**src/rtl/sakebi_eth_rx_frame.sv**
```systemverilog
// sakebi_eth_rx_frame
// Ethernet receive frame checker. Consumes post-SFD bytes (frame end on
// TLAST), runs CRC-32 over every byte including the FCS, checks the frame
// length, strips the 4 FCS bytes through a 4-deep delay line and forwards
// DA..last data byte on an AXI-Stream master. TUSER on the last beat flags
// a bad frame.
//
// Ports
//   i_axis_ACLK / i_axis_ARESETn : clock, async active-low reset
//   i_s_axis_*  / o_s_axis_TREADY : byte stream in (TLAST = final FCS byte)
//   o_m_axis_*  / i_m_axis_TREADY : payload stream out, TUSER = frame bad
//   o_frame_ok / o_frame_err      : one-cycle pulse after each frame end
//   o_good_cnt / o_bad_cnt        : saturating frame counters
module sakebi_eth_rx_frame #(
  parameter int DATA_WIDTH = 8,
  parameter int MIN_LEN    = 64,
  parameter int MAX_LEN    = 1518
) (
  input  logic                  i_axis_ACLK,
  input  logic                  i_axis_ARESETn,
  input  logic                  i_s_axis_TVALID,
  output logic                  o_s_axis_TREADY,
  input  logic [DATA_WIDTH-1:0] i_s_axis_TDATA,
  input  logic                  i_s_axis_TLAST,
  output logic                  o_m_axis_TVALID,
  input  logic                  i_m_axis_TREADY,
  output logic [DATA_WIDTH-1:0] o_m_axis_TDATA,
  output logic                  o_m_axis_TLAST,
  output logic                  o_m_axis_TUSER,
  output logic                  o_frame_ok,
  output logic                  o_frame_err,
  output logic [15:0]           o_good_cnt,
  output logic [15:0]           o_bad_cnt
);

  typedef enum logic [1:0] {IDLE, FILL, STREAM} state_t;

  localparam logic [31:0] CRC_INIT    = 32'hFFFF_FFFF;
  // Running the reflected CRC over data+FCS without the final inversion
  // always leaves this constant when the FCS is correct.
  localparam logic [31:0] CRC_RESIDUE = 32'hDEBB_20E3;
  localparam logic [10:0] LEN_SAT     = 11'h7FF;
  localparam logic [10:0] MIN_L       = 11'(MIN_LEN);
  localparam logic [10:0] MAX_L       = 11'(MAX_LEN);
  localparam logic [15:0] CNT_SAT     = 16'hFFFF;

  function automatic logic [31:0] crc_byte(input logic [31:0] c,
                                           input logic [DATA_WIDTH-1:0] d);
    logic [31:0] r;
    r = c;
    for (int i = 0; i < DATA_WIDTH; i++)
      r = (r[0] ^ d[i]) ? ((r >> 1) ^ 32'hEDB8_8320) : (r >> 1);
    return r;
  endfunction

  state_t                     state, state_nxt;
  logic [2:0]                 cnt;
  logic [3:0][DATA_WIDTH-1:0] line;
  logic [31:0]                crc;
  logic [10:0]                len;

  logic                       accept, pop, fin;
  logic [31:0]                crc_nxt;
  logic [10:0]                len_nxt;
  logic                       bad_chk, bad_frame;

  logic                       m_valid, m_last, m_user;
  logic [DATA_WIDTH-1:0]      m_data;
  logic                       ok_q, err_q;
  logic [15:0]                good_q, bad_q;

  // ---------------------------------------------------------------- FSM
  always_ff @(posedge i_axis_ACLK or negedge i_axis_ARESETn) begin
    if (!i_axis_ARESETn) state <= IDLE;
    else                 state <= state_nxt;
  end

  always_comb begin
    state_nxt = state;
    if (accept) begin
      if (i_s_axis_TLAST)                     state_nxt = IDLE;
      else if (state == STREAM || cnt == 3'd3) state_nxt = STREAM;
      else                                     state_nxt = FILL;
    end
  end

  // Input ready never looks at TVALID: only a full line with a stalled
  // output register can block the input.
  always_comb begin
    o_s_axis_TREADY = (state != STREAM) || !m_valid || i_m_axis_TREADY;
    accept          = i_s_axis_TVALID && o_s_axis_TREADY;
    pop             = accept && (state == STREAM);
    fin             = accept && i_s_axis_TLAST;
    crc_nxt         = crc_byte(crc, i_s_axis_TDATA);
    len_nxt         = (len == LEN_SAT) ? len : len + 11'd1;
    bad_chk         = (crc_nxt != CRC_RESIDUE) || (len_nxt < MIN_L) ||
                      (len_nxt > MAX_L);
    // A frame of four bytes or fewer never popped anything: always bad.
    bad_frame       = bad_chk || !pop;
  end

  // ------------------------------------------------------ delay line
  always_ff @(posedge i_axis_ACLK or negedge i_axis_ARESETn) begin
    if (!i_axis_ARESETn) begin
      cnt  <= '0;
      line <= '0;
      crc  <= CRC_INIT;
      len  <= '0;
    end else if (accept) begin
      if (pop) line <= {i_s_axis_TDATA, line[3], line[2], line[1]};
      else     line[cnt[1:0]] <= i_s_axis_TDATA;
      if (i_s_axis_TLAST) begin
        cnt <= '0;
        crc <= CRC_INIT;
        len <= '0;
      end else begin
        if (!pop) cnt <= cnt + 3'd1;
        crc <= crc_nxt;
        len <= len_nxt;
      end
    end
  end

  // ------------------------------------------------- output register
  // Pop only happens when the register is empty or being drained, so a
  // reload on the accepting cycle gives back-to-back beats with no bubble.
  always_ff @(posedge i_axis_ACLK or negedge i_axis_ARESETn) begin
    if (!i_axis_ARESETn) begin
      m_valid <= 1'b0;
      m_data  <= '0;
      m_last  <= 1'b0;
      m_user  <= 1'b0;
    end else if (pop) begin
      m_valid <= 1'b1;
      m_data  <= line[0];
      m_last  <= i_s_axis_TLAST;
      m_user  <= i_s_axis_TLAST && bad_chk;
    end else if (i_m_axis_TREADY) begin
      m_valid <= 1'b0;
      m_last  <= 1'b0;
      m_user  <= 1'b0;
    end
  end

  // --------------------------------------------- status and counters
  always_ff @(posedge i_axis_ACLK or negedge i_axis_ARESETn) begin
    if (!i_axis_ARESETn) begin
      ok_q   <= 1'b0;
      err_q  <= 1'b0;
      good_q <= '0;
      bad_q  <= '0;
    end else begin
      ok_q  <= fin && !bad_frame;
      err_q <= fin && bad_frame;
      if (fin && !bad_frame && good_q != CNT_SAT) good_q <= good_q + 16'd1;
      if (fin &&  bad_frame && bad_q  != CNT_SAT) bad_q  <= bad_q  + 16'd1;
    end
  end

  assign o_m_axis_TVALID = m_valid;
  assign o_m_axis_TDATA  = m_data;
  assign o_m_axis_TLAST  = m_last;
  assign o_m_axis_TUSER  = m_user;
  assign o_frame_ok      = ok_q;
  assign o_frame_err     = err_q;
  assign o_good_cnt      = good_q;
  assign o_bad_cnt       = bad_q;

endmodule

```
**config.mk**
```make
export PLATFORM = sky130hd
export DESIGN_NAME = sakebi_eth_rx_frame
export DESIGN_NICKNAME = d
export VERILOG_FILES = /design/src/rtl/sakebi_eth_rx_frame.sv
export SDC_FILE = /design/constraint.sdc
export NUM_CORES = 1
export LEC_CHECK = 0
export CORE_ASPECT_RATIO = 0.8
export CORE_MARGIN = 2
export CORE_UTILIZATION = 55
export CTS_CLUSTER_DIAMETER = 100
export DETAILED_ROUTE_END_ITERATION = 6
export PLACE_DENSITY = 0.77
export SKIP_LAST_GASP = 1
export SYNTH_ARGS = -nofsm -noshare
export SYNTH_HDL_FRONTEND = slang
export SYNTH_SLANG_ARGS = --single-unit
```
**constraint.sdc**
```tcl
create_clock -name i_axis_ACLK -period 9.1 [get_ports i_axis_ACLK]
set_input_delay 1.82 -clock i_axis_ACLK [delete_from_list [all_inputs] [get_ports i_axis_ACLK]]
set_output_delay 1.82 -clock i_axis_ACLK [all_outputs]
set_load 0.01 [all_outputs]
```
==> results.txt, run 1 <==
Switch share: 36.9%
Setup total negative slack: 0 ns
Final Skew: 0.0160 ns
Worst-Margin Slew: 1.20 ns
Commonest non-fill, non-tap cell in the layout: dfrtp_1
Fraction of power consumed by sequential logic: 31.8%
Worst Setup EP: o_good_cnt[13]
First-pass GRT wire length: 27.2 mm
Most frequent cells in the layout: 93 x dfrtp_1, 82 x nor2_1, 60 x a21oi_1
R2R cell count: 9
XOR/XNOR Fraction of Synth Area: 16.8%
CP Class: input pin to register
Ys Warns: 0
Initial Utilization: 56.4%
GPL Wtd Cong: 0.943
Critical Path RT: 9.43 ns
P_sw: 0.00103 W
Simple-gate portion of the synthesized area: 16.0%
Iteration count of the initial detailed-routing pass: 4
Total power: 0.00278 W
Die Y: 104 µm
CTS tree: built
CP Max Fanout: 16
Register clock-pin slew on the reported worst setup and hold paths: 0.07 ns
Max Slew Vio Count: 0
CTS sink cnt: 125
GRT Overall Usage: 25.8%
Avg Cell Area, Syn: 10.3 µm²
Clk pwr share: 25.2%
Clock latency on the worst-skew pair: 0.42 ns
Post-synth EDFFs: 0
Dominant cell type by area after synthesis: dfrtp_1
Hold WC Path Type: register to register
Reg2reg end: o_good_cnt[13]
Crit path time final: 5.32 ns
Int Pwr: 0.00176 W
CP Capture Type: register
Logic gate share of total power: 43.1%
Max frequency: 188 MHz
Setup Fix Bufs, Post-CTS: 0
DR iter-0 viols: 370
CORE AREA: 12,200 µm²
Max Cap Viol: 0
Post-synthesis sequential area ratio: 46.0%
Static leakage: 3.51 nW
Area growth syn-to-layout: 18.9%
Final setup fails: 0
I/O Pins: 59
Fillers: 902
Outcome: complete, no violations
CTS root buffer: clkbuf_16
Post_cts resized: 0
H-tree depth: 4
Initial antenna violation count: 0
Power Density: 340 nW/µm²
Clock tree buffer depth: 2
Relative slew margins: 20.1%
Cell Rows: 36
Post-layout util: 67.1%
Vias in the first global route: 5,366
Synth Net Count: 692
Yosys reg bits: 125
Die Wd: 129 µm
Post-route ant nets: 0
Crit path arrival time: 5.65 ns
FF-to-FF Start: crc[3]
Largest cells by area after synthesis: dfrtp_1 34%, dfstp_2 12%, xnor2_1 5.7%
Multiplexer share of the synthesized area: 3.83%
Die area: 13,400 µm²
Largest net degree at the start of global routing: 70
Post-synthesis compound-gate area fraction: 13.0%
Flop-to-flop setup slack: 5.29 ns
# DRC: 0
CTS Hold Buffers Added: 0
CP Launch Type: input pin
Vias: 5,344
RSZ-0062 raised after global routing: no
Final Hold Vio Count: 0
Cells after Synth: 670
Routed length per instance: 18.2 µm
Top-area cell type share of the netlist area: 33.8%
Mapped Area: 6890 µm²
Total CTS buffers: 17
I/O Buffers: 58
Maximum vdd drop: 0.194 mV
Layout Nets: 742
Post-DP HPWL: 11.3 mm
Via density: 5.91
Ant diodes: 0
Final Cycle Share: 58.4%
Routed WL: 16.5 mm
Worst Setup SP: i_s_axis_TDATA[4]
Post-Synth Adder-Cell Area: 1.64%
Share of cells above drive strength 1: 15.4%
Gr ovfl total: 0
Synth Flop Type: dfrtp_1
Synth unique cells: 72
Largest family of logic cells by synthesized area: XOR/XNOR gates
Ys async rst share: 100%
-- worst min path at each step --
stage                             start       endpoint  slack [ns]  depth (start not counted)
after floorplan                 crc[25]        crc[25]        0.48                          2
after global placement     o_bad_cnt[9]   o_bad_cnt[9]        0.47                          1
after detailed placement   o_bad_cnt[6]   o_bad_cnt[6]        0.48                          1
after CTS                  o_bad_cnt[6]   o_bad_cnt[6]        0.49                          1
after global routing      o_bad_cnt[13]  o_bad_cnt[13]        0.51                          1
final                      o_bad_cnt[6]   o_bad_cnt[6]        0.49                          1
-- worst max-delay path, stage by stage --
cell and delay (ns):
clkdlybuf4s50_1 0.58, xnor2_2 0.27, xnor2_2 0.49, xor2_1 0.20
or4_4 0.61, a2111oi_4 0.37, nand4b_2 0.24, a311o_4 0.49
nor4_1 0.34, xor2_1 0.21
-- metrics by stage --
step                      hold WS [ns]  cell area [µm²]  cells  worst slack, ns
after CTS                        0.490             8190    904             3.80
after floorplan                  0.476             6890    670             4.34
after global placement           0.474             7580    872             3.54
final                            0.486             8190    904             3.78
after detailed placement         0.477             7580    872             3.40
after global routing             0.506             8190    904             3.57
-- state kept, by name, indices dropped and copies added, names as in the netlist --
signal,cells
o_m_axis_TDATA,8
o_frame_err,1
o_m_axis_TUSER,1
o_m_axis_TLAST,1
o_frame_ok,1
len,11
crc,32
cnt,3
o_bad_cnt,16
o_m_axis_TVALID,1
state,2
line,32
o_good_cnt,16
-- power by group through the flow --
stage          registers [W]  clock network (W)  logic (W)
6_report            0.000884           0.000700    0.00120
5_1_grt             0.000901           0.000732    0.00130
4_1_cts             0.000881           0.000709    0.00119
3_5_place_dp        0.000887                  0    0.00118
3_3_place_gp        0.000879                  0    0.00115
2_1_floorplan       0.000862                  0   0.000892
-- synth_stat cells, types with 8 or more instances --
| cell | instances |
|---|---|
| clkbuf_1 | 24 |
| xor2_1 | 41 |
| inv_1 | 13 |
| nand3_1 | 23 |
| dfrtp_1 | 93 |
| nor2_1 | 82 |
| a21oi_1 | 60 |
| and3_1 | 16 |
| mux2_2 | 18 |
| dfstp_2 | 32 |
| xnor2_1 | 45 |
| nor3_1 | 10 |
| nand4_1 | 8 |
| o21ai_0 | 15 |
| ha_1 | 9 |
| nand2_1 | 37 |
| o22ai_1 | 26 |
-- kinds of logic after synthesis --
logic type,after synthesis
buffers and inverters,45
and+or+nand+nor,221
adders and majority gates,9
AOI/OAI and AO/OA,141
muxes,24
DFF,125
xor gates and xnor gates,105
-- layout make-up --
cell class                 count  area, µm²  area share (%)
multi-input combinational    500       3530            43.1
sequential                   125       3170            38.7
timing repair buffer          62        608            7.43
clock buffer                  18        439            5.36
tap                          171        214            2.61
clock inverter                14        174            2.12
inverter                      14       52.6           0.642
-- per-layer routing --
layer,wire length [µm],up-vias,track usage [%]
li1,-,2468,-
met1,7520,2656,37.2
met2,7760,195,38.4
met3,842,25,5.09
met4,332,0,9.94
met5,0,-,0
Note: power is estimated with default switching activity, not from simulation.
==> inputs of run 2 (changes only) <==
Settings changed: CORE_UTILIZATION 55 to 53, PLACE_DENSITY 0.77 to 0.78.
Clock period 9.1 ns to 4.54 ns, I/O delays scaled along.
==> run 2 against run 1 <==
  * Die area is 3.6% higher
  * Utilization is 1.7 points lower
  * Clock power up 100%
  * Critical path type unchanged
  * Largest power group unchanged
==> results.txt, run 2 (synthesis gave the netlist of run 1 again) <==
Crit path time final: 4.20 ns
Post-DP HPWL: 11.6 mm
CP Class: input pin to register
Routed WL: 16.7 mm
CP Capture Type: register
Critical Path RT: 4.89 ns
Initial Utilization: 53.9%
Most frequent cells in the layout: 93 x dfrtp_1, 82 x nor2_1, 60 x a21oi_1
Routed length per instance: 18.0 µm
H-tree depth: 4
GRT Overall Usage: 24.8%
Cell Rows: 37
Gr ovfl total: 0
Die area: 13,900 µm²
Initial antenna violation count: 0
# DRC: 0
DR iter-0 viols: 482
Worst path slowest cell: clkdlybuf4s50_1
Ant diodes: 0
Vias: 5,434
I/O Buffers: 58
Clock tree buffer depth: 2
Final Skew: 0.00861 ns
CTS root buffer: clkbuf_16
Layout Nets: 762
Fin cells: 928
CP Max Fanout: 16
Crit path arrival time: 4.55 ns
Outcome: complete, no violations
Max Slew Vio Count: 0
Biggest regs: crc: 32 flops, line: 32 flops
Fillers: 980
Die Y: 106 µm
Max frequency: 238 MHz
Via density: 5.86
Post-route ant nets: 0
Max Cap Viol: 0
Flop-to-flop setup slack: 0.93 ns
Final Cycle Share: 92.6%
First-pass GRT wire length: 27.0 mm
Clock latency on the worst-skew pair: 0.42 ns
Static leakage: 3.61 nW
Setup Fix Bufs, Post-CTS: 0
Total CTS buffers: 17
I/O Pins: 59
Post_cts resized: 0
Final Hold Vio Count: 0
Area post-placement: 7730 µm²
CTS sink cnt: 125
Design area: 8350 µm²
CP Launch Type: input pin
Commonest non-fill, non-tap cell in the layout: dfrtp_1
GPL Wtd Cong: 0.965
Register clock-pin slew on the reported worst setup and hold paths: 0.06 ns
Critical path, cell by cell: clkdlybuf4s50_1 -> xor2_4 -> xnor2_4 -> buf_4 -> xor3_1 -> o211ai_1 -> a211oi_1 -> nand4b_2 -> a311o_4 -> nor4_1 -> xor2_1
Maximum vdd drop: 0.496 mV
CTS Hold Buffers Added: 0
Share of cells above drive strength 1: 17.7%
Final setup fails: 0
Largest net degree at the start of global routing: 63
Iteration count of the initial detailed-routing pass: 5
Cell Count Post-Placement: 896
RSZ-0062 raised after global routing: no
CTS tree: built
Worst-Margin Slew: 0.857 ns
Vias in the first global route: 5,362
CORE AREA: 12,800 µm²
Die Wd: 131 µm
Power Density: 683 nW/µm²
Relative slew margins: 42.5%
Setup total negative slack: 0 ns
Hold WC Path Type: register to register
Area growth syn-to-layout: 21.2%
CP peak stage delay: 0.69 ns
-- run 2: stage by stage --
step / power, W / worst slack [ns] / utilization [%] / hold WS (ns)
after floorplan: 0.00352 / 0.688 / - / 0.476
after global placement: 0.00416 / -0.0616 / 60.5 / 0.471
after detailed placement: 0.00424 / -0.212 / 60.5 / 0.482
after CTS: 0.00569 / 0.221 / 65.3 / 0.489
after global routing: 0.00600 / 0.120 / 65.3 / 0.502
final: 0.00570 / 0.335 / 65.3 / 0.488
-- run 2: power by group --
| group | internal [W] | switching (W) | total, W |
|---|---|---|---|
| sequential | 0.00150 | 0.000277 | 0.00178 |
| combinational | 0.00125 | 0.00126 | 0.00252 |
| clock | 0.000874 | 0.000531 | 0.00141 |
| total | 0.00363 | 0.00207 | 0.00570 |
-- run 2: worst max-delay path, delay by kind of cell --
kind | cells | cell delay (ns)
xor gates and xnor gates | 4 | 1.11
AOI/OAI and AO/OA | 3 | 1.03
buffers and inverters | 2 | 0.88
and+or+nand+nor | 2 | 0.60
-- run 2: routing by layer --
| metal | vias to the layer above | share of wire (%) | GRT usage, % |
|---|---|---|---|
| met5 | - | 0 | 0 |
| li1 | 2499 | - | - |
| met4 | 0 | 1.6 | 8.39 |
| met1 | 2683 | 45 | 34.7 |
| met2 | 224 | 47 | 39.0 |
| met3 | 28 | 6.5 | 4.82 |
-- run 2: area by class of cell --
type                            instances  area (µm²)  share of cell area, %
Clock buffer                           18         429                   5.14
Clock inverter                         14         181                   2.17
Inverter                               14        52.6                  0.629
Multi-Input combinational cell        500        3540                   42.4
Sequential cell                       125        3170                   37.9
Tap cell                              175         219                   2.62
Timing Repair Buffer                   82         758                   9.08
-- run 2: worst paths after layout --
kind | end | from | cells past startpoint
max | o_good_cnt[13] | i_s_axis_TDATA[6] | 11
min | o_bad_cnt[11] | o_bad_cnt[11] | 1
max reg2reg | o_good_cnt[13] | crc[6] | 10
min reg2reg | o_bad_cnt[11] | o_bad_cnt[11] | 1
max in group asynchronous | crc[1] | i_axis_ARESETn | 2
min in group asynchronous | len[2] | i_axis_ARESETn | 1
==> inputs of run 3 (changes only) <==
Settings changed: CORE_UTILIZATION 53 to 30, PLACE_DENSITY 0.78 to 0.5.
==> run 3 against run 2 <==
  * Register-to-register slack got worse by 0.05 ns
  * Clock skew barely moved
  * Count of clock-buffer cells in the layout rose by 2
  * Setup slack improved by 0.049 ns
  * Power fell by 0.38%
  * Cell area rose by 2.7%
  * Via count fell by 2.4%
  * First-iteration DRC count fell by 24%
  * Hold slack barely moved
  * Critical path depth did not move
  * Combinational power barely moved
==> results.txt, run 3 (synthesis gave the netlist of run 1 again) <==
Vias in the first global route: 5,420
CP peak stage delay: 0.56 ns
Worst path slowest cell: xnor2_1
Max Cap Viol: 0
Int Pwr: 0.00364 W
CTS Hold Buffers Added: 0
RSZ-0062 raised after global routing: no
Final Hold Vio Count: 0
Worst hold slack: 0.488 ns
Reg2reg end: o_good_cnt[1]
Layout Nets: 770
Largest net degree at the start of global routing: 72
Commonest non-fill, non-tap cell in the layout: dfrtp_1
H-tree depth: 4
Register clock-pin slew on the reported worst setup and hold paths: 0.06 ns
Setup Fix Bufs, Post-CTS: 0
Initial Utilization: 30.6%
Hold path depth: 1
# DRC: 0
CTS sink cnt: 125
Routed WL: 17.5 mm
I/O Pins: 59
Pre-CTS WS: -0.0592 ns
Die Y: 140 µm
Final Cycle Share: 91.5%
GPL Wtd Cong: 0.878
Post-route ant nets: 0
Power Density: 663 nW/µm²
Iteration count of the initial detailed-routing pass: 4
Clock latency on the worst-skew pair: 0.42 ns
Worst hold endpoint: o_bad_cnt[4]
Crit path time final: 4.16 ns
Ant diodes: 0
Logic gate share of total power: 44.8%
Vias: 5,305
Cell Rows: 49
Share of cells above drive strength 1: 18.5%
Most frequent cells in the layout: 93 x dfrtp_1, 82 x nor2_1, 60 x a21oi_1
Hold Path Origin: o_bad_cnt[4]
Biggest regs: crc: 32 flops, line: 32 flops
Worst setup slack after layout: 0.384 ns
DR iter-0 viols: 365
Switch share: 36.0%
Max Slew Vio Count: 0
Worst-Margin Slew: 0.934 ns
Max frequency: 241 MHz
Critical Path RT: 4.84 ns
Initial antenna violation count: 0
Clock tree buffer depth: 2
CP Launch Type: input pin
CTS root buffer: clkbuf_16
Post_cts resized: 0
Relative slew margins: 37.7%
Critical path, cell by cell: clkdlybuf4s50_1 -> xnor2_2 -> xnor2_1 -> inv_2 -> xnor3_1 -> mux2i_1 -> a211oi_1 -> nand4b_2 -> a311o_4 -> buf_4 -> mux2_1
CP Capture Type: register
Maximum vdd drop: 0.281 mV
Final setup fails: 0
Crit path arrival time: 4.45 ns
Hold WC Path Type: register to register
Flop-to-flop setup slack: 0.88 ns
Routed length per instance: 16.4 µm
Clk pwr share: 24.1%
Final Skew: 0.00849 ns
Area growth syn-to-layout: 24.5%
I/O Buffers: 58
P_sw: 0.00205 W
CORE AREA: 22,500 µm²
Total CTS buffers: 17
Gr ovfl total: 0
CTS tree: built
First-pass GRT wire length: 29.0 mm
GRT Overall Usage: 15.2%
Die area: 24,200 µm²
Fraction of power consumed by sequential logic: 31.1%
FF-to-FF Start: crc[1]
Post-DP HPWL: 12.5 mm
Outcome: complete, no violations
Total power: 0.00568 W
CP Max Fanout: 9
R2R cell count: 10
Post-layout util: 38.1%
CP Class: input pin to register
Static leakage: 3.64 nW
Die Wd: 173 µm
Via density: 4.97
run 3: cell count changes in the layout (fill, tap and decap cells not counted), moves of 2 or more:
cell	delta
buf_4	+7
inv_6	-5
clkbuf_8	+3
clkinvlp_4	+2
run 3: per-stage QoR:
| step | cell area [µm²] | instances | setup TNS (ns) |
|---|---|---|---|
| 3_3_place_gp | 7970 | 1035 | 0 |
| 6_report | 8570 | 1067 | 0 |
| 5_1_grt | 8570 | 1067 | 0 |
| 3_5_place_dp | 7970 | 1035 | -0.190 |
| 2_1_floorplan | 6890 | 670 | 0 |
| 4_1_cts | 8570 | 1067 | 0 |
run 3: area by class of cell:
cell class	count	area, µm²
well taps	306	383
clock inverters	12	136
multi-input cells	500	3530
fillers	2244	13900
inverters	14	52.6
clock buffers	20	467
flip-flops and latches	125	3170
repair buffers	90	831
run 3: worst max path at each step:
stage	slack [ns]	endpoint	from
after global routing	0.15	o_good_cnt[5]	i_s_axis_TDATA[2]
after CTS	0.39	o_good_cnt[1]	i_s_axis_TDATA[1]
after floorplan	0.69	o_good_cnt[1]	i_s_axis_TDATA[0]
final	0.38	o_good_cnt[1]	i_s_axis_TDATA[1]
after detailed placement	-0.06	o_good_cnt[5]	i_s_axis_TDATA[1]
after global placement	0.03	o_good_cnt[1]	i_s_axis_TDATA[6]
run 3: power groups by stage:
stage          logic, W  registers [W]  clock network, W
5_1_grt         0.00275        0.00181           0.00146
3_5_place_dp    0.00253        0.00178                 0
4_1_cts         0.00255        0.00177           0.00141
3_3_place_gp    0.00251        0.00177                 0
2_1_floorplan   0.00179        0.00173                 0
6_report        0.00255        0.00177           0.00137
run 3: layer usage:
metal  part of all wire [%]  vias to the layer above  track usage [%]  wire, µm
li1                       -                     2519                -         -
met1                     49                     2661             21.9      8630
met2                     45                      115             22.7      7830
met3                    5.3                       10             3.50       922
met4                   0.79                        0             4.24       138
met5                      0                        -                0         0
run 3: critical path: cells and delay by family:
| family | cells | cell delay (ns) |
|---|---|---|
| xor gates and xnor gates | 3 | 1.26 |
| buffers and inverters | 3 | 0.83 |
| AOI/OAI and AO/OA | 2 | 0.76 |
| muxes | 2 | 0.47 |
| and+or+nand+nor | 1 | 0.22 |
